[src/rtl/time_adjuster.sv]
// time_adjuster: per-field ±1 time-setting adjuster with auto-repeat.
// Registers the incoming field values each cycle. A button press (or an
// expiring repeat count) steps that field with modulus wrap-around. A one-cycle
// strobe tells the time-keeping counters to reload the adjusted value.
module time_adjuster #(
  parameter int                CH            = 3,
  parameter int                W             = 6,
  parameter logic [CH*W-1:0]   MODS          = {6'd24, 6'd60, 6'd60},
  parameter int                REPEAT_DELAY  = 500,
  parameter int                REPEAT_PERIOD = 100
) (
  input  logic              clk_i,
  input  logic              rst_i,
  input  logic              tick_i,
  input  logic [CH-1:0]     inc_i,
  input  logic [CH-1:0]     dec_i,
  input  logic [CH*W-1:0]   val_i,
  output logic [CH*W-1:0]   val_o,
  output logic [CH-1:0]     adj_o,
  output logic              flag_o
);

  localparam int CNT_MAX = (REPEAT_DELAY > REPEAT_PERIOD) ? REPEAT_DELAY : REPEAT_PERIOD;
  localparam int CW      = $clog2(CNT_MAX + 1);

  localparam logic [CW-1:0] CNT_ONE   = CW'(1);
  localparam logic [CW-1:0] DELAY_LD  = CW'(REPEAT_DELAY);
  localparam logic [CW-1:0] PERIOD_LD = CW'(REPEAT_PERIOD);

  typedef enum logic [1:0] {
    IDLE,
    DELAY,
    REPEAT
  } state_t;

  state_t        state_q [CH];
  logic [CW-1:0] cnt_q   [CH];

  // Previous effective request per channel. Both bits set only after reset,
  // which marks the channel as "held across reset" and blocks a press until
  // the button has been released once.
  logic [CH-1:0] up_q;
  logic [CH-1:0] dn_q;

  logic [CH-1:0]   req_up;
  logic [CH-1:0]   req_dn;
  logic [CH-1:0]   press;
  logic [CH-1:0]   fire;
  logic [CH*W-1:0] val_nxt;

  // Modulus of field k, widened by one bit so that 2^W (encoded as 0) fits.
  function automatic logic [W:0] mod_of(input int unsigned k);
    logic [W-1:0] raw;
    raw = MODS[k*W +: W];
    return (raw == '0) ? {1'b1, {W{1'b0}}} : {1'b0, raw};
  endfunction

  // Normalise an incoming value, then optionally step it by ±1 with wrap.
  function automatic logic [W-1:0] adjust(input logic [W-1:0] v, input logic [W:0] m,
                                          input logic do_step, input logic up);
    logic [W:0] n;
    n = ({1'b0, v} >= m) ? '0 : {1'b0, v};
    if (do_step) begin
      if (up) n = (n == m - 1'b1) ? '0 : n + 1'b1;
      else    n = (n == '0) ? m - 1'b1 : n - 1'b1;
    end
    return n[W-1:0];
  endfunction

  // Decode effective requests, press detection and whether each channel steps.
  always_comb begin
    req_up = '0;
    req_dn = '0;
    press  = '0;
    fire   = '0;
    for (int unsigned k = 0; k < CH; k++) begin
      req_up[k] = inc_i[k] & ~dec_i[k];
      req_dn[k] = dec_i[k] & ~inc_i[k];
      press[k]  = (req_up[k] | req_dn[k]) && !(up_q[k] && dn_q[k]) &&
                  ((req_up[k] != up_q[k]) || (req_dn[k] != dn_q[k]));
      case (state_q[k])
        IDLE:    fire[k] = press[k];
        default: fire[k] = (req_up[k] | req_dn[k]) &&
                           (press[k] || (tick_i && (cnt_q[k] == CNT_ONE)));
      endcase
    end
  end

  // Next field values: normalised pass-through, stepped where a step fires.
  always_comb begin
    val_nxt = '0;
    for (int unsigned k = 0; k < CH; k++) begin
      val_nxt[k*W +: W] = adjust(val_i[k*W +: W], mod_of(k), fire[k], req_up[k]);
    end
  end

  // Per-channel press/delay/repeat state machines and request history.
  always_ff @(posedge clk_i or posedge rst_i) begin
    if (rst_i) begin
      up_q <= '1;
      dn_q <= '1;
      for (int unsigned k = 0; k < CH; k++) begin
        state_q[k] <= IDLE;
        cnt_q[k]   <= '0;
      end
    end else begin
      up_q <= req_up;
      dn_q <= req_dn;
      for (int unsigned k = 0; k < CH; k++) begin
        case (state_q[k])
          IDLE: begin
            if (press[k]) begin
              cnt_q[k]   <= DELAY_LD;
              state_q[k] <= DELAY;
            end
          end
          DELAY, REPEAT: begin
            if (!(req_up[k] | req_dn[k])) begin
              cnt_q[k]   <= '0;
              state_q[k] <= IDLE;
            end else if (press[k]) begin
              // A direction swap restarts the full initial delay.
              cnt_q[k]   <= DELAY_LD;
              state_q[k] <= DELAY;
            end else if (tick_i) begin
              if (cnt_q[k] == CNT_ONE) begin
                cnt_q[k]   <= PERIOD_LD;
                state_q[k] <= REPEAT;
              end else begin
                cnt_q[k] <= cnt_q[k] - CNT_ONE;
              end
            end
          end
          default: begin
            cnt_q[k]   <= '0;
            state_q[k] <= IDLE;
          end
        endcase
      end
    end
  end

  // Registered outputs: adjusted values, per-field strobes and combined flag.
  always_ff @(posedge clk_i or posedge rst_i) begin
    if (rst_i) begin
      val_o  <= '0;
      adj_o  <= '0;
      flag_o <= 1'b0;
    end else begin
      val_o  <= val_nxt;
      adj_o  <= fire;
      flag_o <= |fire;
    end
  end

endmodule

[config.mk]
export PLATFORM = sky130hd
export DESIGN_NAME = time_adjuster
export DESIGN_NICKNAME = d
export VERILOG_FILES = /design/src/rtl/time_adjuster.sv
export SDC_FILE = /design/constraint.sdc
export NUM_CORES = 1
export LEC_CHECK = 0
export ABC_AREA = 1
export CAP_MARGIN = 20
export CORE_MARGIN = 4
export CORE_UTILIZATION = 45
export DETAILED_ROUTE_END_ITERATION = 10
export PLACE_DENSITY = 0.66
export REMOVE_ABC_BUFFERS = 1
export SYNTH_ARGS = -nofsm -noshare
export SYNTH_HDL_FRONTEND = slang
export SYNTH_SLANG_ARGS = --single-unit
[constraint.sdc]
create_clock -name clk_i -period 5.15 [get_ports clk_i]
set_input_delay 1.2875 -clock clk_i [delete_from_list [all_inputs] [get_ports clk_i]]
set_output_delay 1.2875 -clock clk_i [all_outputs]
set_load 0.02 [all_outputs]
==> summary.txt <==
status: complete, no violations
kind of critical path: input pin to flop
worst slew pin tran: 707 ps
vias after detailed routing: 4488
Final nets: 826
most frequent CP cell: nand2_1
core area: 10400 sq um
Top FF cell, synth: dfrtp_1
Chip Width: 111 um
post-cts gate resize count: 0
sequential power share: 31.0%
Post-synth EDFFs: 0
chip height: 111 um
final setup vio count: 0
post-route ant nets: 0
row count: 37
register area share after synthesis: 32.0%
crit path DAT: 3570 ps
FF+latch count, synth: 61
CTS buffer count: 9
max-slew violations: 0
Commonest cells post-synth: 238 x nand2_1, 101 x inv_1, 71 x nor2_1, 60 x nand3_1, 55 x dfrtp_1
clock share of power: 16.7%
internal power: 1.32 mW
Mapped Cells: 717
PD cells: 438 nW/um^2
slowest CP cell: clkdlybuf4s50_1
critical path, cell by cell: clkdlybuf4s50_1 > nand2_2 > inv_2 > nand2_2 > nand2_1 > inv_1 > ha_1 > nand2_1 > inv_1 > a21oi_1 > inv_1 > o21ai_0 > nand2_1 > nand2_1
Synth area leaders: dfrtp_1 29%, nand2_1 19%, inv_1 7.9%
share of the synthesized area in the top cell type: 28.7%
Place WS: 1540 ps
Leak: 2.95 nW
clk slew on worst S/H paths: 70 ps
antenna violations before repair: 0
Max Root-Sink Buffers: 2
CTS root buffer: clkbuf_8
number of DRC markers in iteration 0: 255
clk_skew: 8.09 ps
GPL Wtd Cong: 0.929
crit start category: input pin
largest net degree at the start of global routing: 34
TritonCTS clock tree: yes
CTS Hold Buffers Added: 0
Worst Slack Setup Final: 1870 ps
number of max-cap violations: 0
vias in the first global route: 4184
H-tree depth: 3
Peak VDD IR: 178 uV
Hold Crit Class: flop to flop
I/O pin cnt: 49
worst endpoint required time: 5430 ps
Max Fclk: 305 MHz
setup TNS: 0 ps
share of cells above drive strength 1: 8.90%
number of setup buffers added after CTS: 0
count leader, synth: nand2_1
drt total wl: 11000 um
crit-path max cell delay: 650 ps
detail-routed via count per cell: 4.93
first-pass GRT wire length: 19100 um
WL/cell: 12.0 um
min cycle time layout: 3280 ps
Overflow after GRT: 0
Syn Std Cell Area: 4790 sq um
Clock Latency Late Sink: 340 ps
Yosys top cell by area: dfrtp_1
drt drc: 0
Die ar.: 12400 sq um
RSZ-0062 raised after global routing: false
switching share of power: 46.2%
Power Total: 2.45 mW
post-synth cell types: 40
Fin. Hold Viols: 0
Yosys Warn Count: 0
fraction of registers with async set/reset: 100%
Crit Path Max Fanout: 12
NetSw: 1.13 mW
CTS Sinks: 61
Tcrit/Tclk final: 63.8%
Comb power frac: 52.3%
Layout area overhead: 16.6%
syn_area_per_cell: 6.69 sq um
GR Util All Layers: 18.1%
slew margin rel.: 52.8%
total iterations of the first detailed-routing run: 5
Initial Util: 46.2%
Post-DP HPWL: 8340 um
n_diodes: 0
IO buf count: 48
critical path capture point type: flop
==> cells by family (layout without fill, tap and decap cells) <==
logic type                 count (synthesis)  in the layout  synth area share, %
and+or+nand+nor                          419            419                 38.7
AOI/OAI and AO/OA                         74             74                 9.08
DFF                                       61             61                 32.0
adders and majority gates                 27             27                 7.05
xor gates and xnor gates                  19             19                 3.47
buffers and inverters                    117            175                 9.73
==> worst max-delay path, delay by kind of cell <==
kind,cells,cell delay (ps)
simple gates,6,670
fa+ha+maj,1,230
compound gates,2,460
buf+inv,5,920
==> power groups by stage <==
stage	clock network, mW	registers, mW	logic (mW)
CTS	0.423	0.759	1.28
floorplan	0	0.766	0.951
global placement	0	0.764	1.25
global route	0.446	0.783	1.48
finish	0.409	0.760	1.28
detailed placement	0	0.765	1.28
==> flip-flops by register name, indices dropped and copies added (netlist names) <==
register and flops:
up_q 3, state_q 6, dn_q 3, adj_o 3, val_o 18, cnt_q 27, flag_o 1
==> area by class of cell <==
class / count / area, sq um
inverters: 112 / 420
clock buffers: 13 / 179
repair buffers: 49 / 488
fillers: 1028 / 4780
flip-flops and latches: 61 / 1530
well taps: 136 / 170
multi-input cells: 539 / 2790
clock inverters: 1 / 5.00
==> routing by layer <==
layer | GRT usage [%] | vias up | part of all wire (%)
met5 | 0 | - | 0
met4 | 5.76 | 0 | 1.0
met3 | 3.17 | 10 | 4.1
met2 | 29.0 | 85 | 46
met1 | 25.0 | 2038 | 49
li1 | - | 2355 | -
==> placed cells by master (no fill, tap or decap), types with 4 or more instances in the layout <==
cell type / netlist / routed
nand2_1: 238 / 238
inv_1: 101 / 100
nor2_1: 71 / 71
nand3_1: 60 / 60
dfrtp_1: 55 / 55
clkdlybuf4s50_1: 0 / 48
o21ai_0: 33 / 33
ha_1: 27 / 27
a21oi_1: 14 / 14
nand2_2: 14 / 14
xnor2_1: 13 / 13
nand4_1: 13 / 13
clkbuf_8: 0 / 13
inv_2: 8 / 9
o21ai_1: 7 / 7
nand2_4: 7 / 7
xor2_1: 6 / 6
dfstp_2: 6 / 6
nand3_2: 5 / 5
nor2_2: 4 / 4
==> worst paths after layout <==
check / from / end / slack [ps] / depth (start not counted)
max: val_i[3] / val_o[2] / 1870 / 14
min: cnt_q[18] / cnt_q[18] / 520 / 2
max reg2reg: state_q[2] / cnt_q[12] / 3300 / 9
min reg2reg: cnt_q[18] / cnt_q[18] / 520 / 2
max in group asynchronous: rst_i / up_q[1] / 2870 / 3
min in group asynchronous: rst_i / state_q[5] / 1370 / 2
==> metrics by stage <==
stage	cells	area, sq um	utilization (%)	hold slack [ps]
floorplan	712	4750	-	475
global placement	897	5410	52.1	498
detailed placement	897	5410	52.1	504
CTS	911	5590	53.9	522
global route	911	5590	53.9	558
finish	911	5590	53.9	519
No activity file was read; power rests on OpenSTA's default activity.
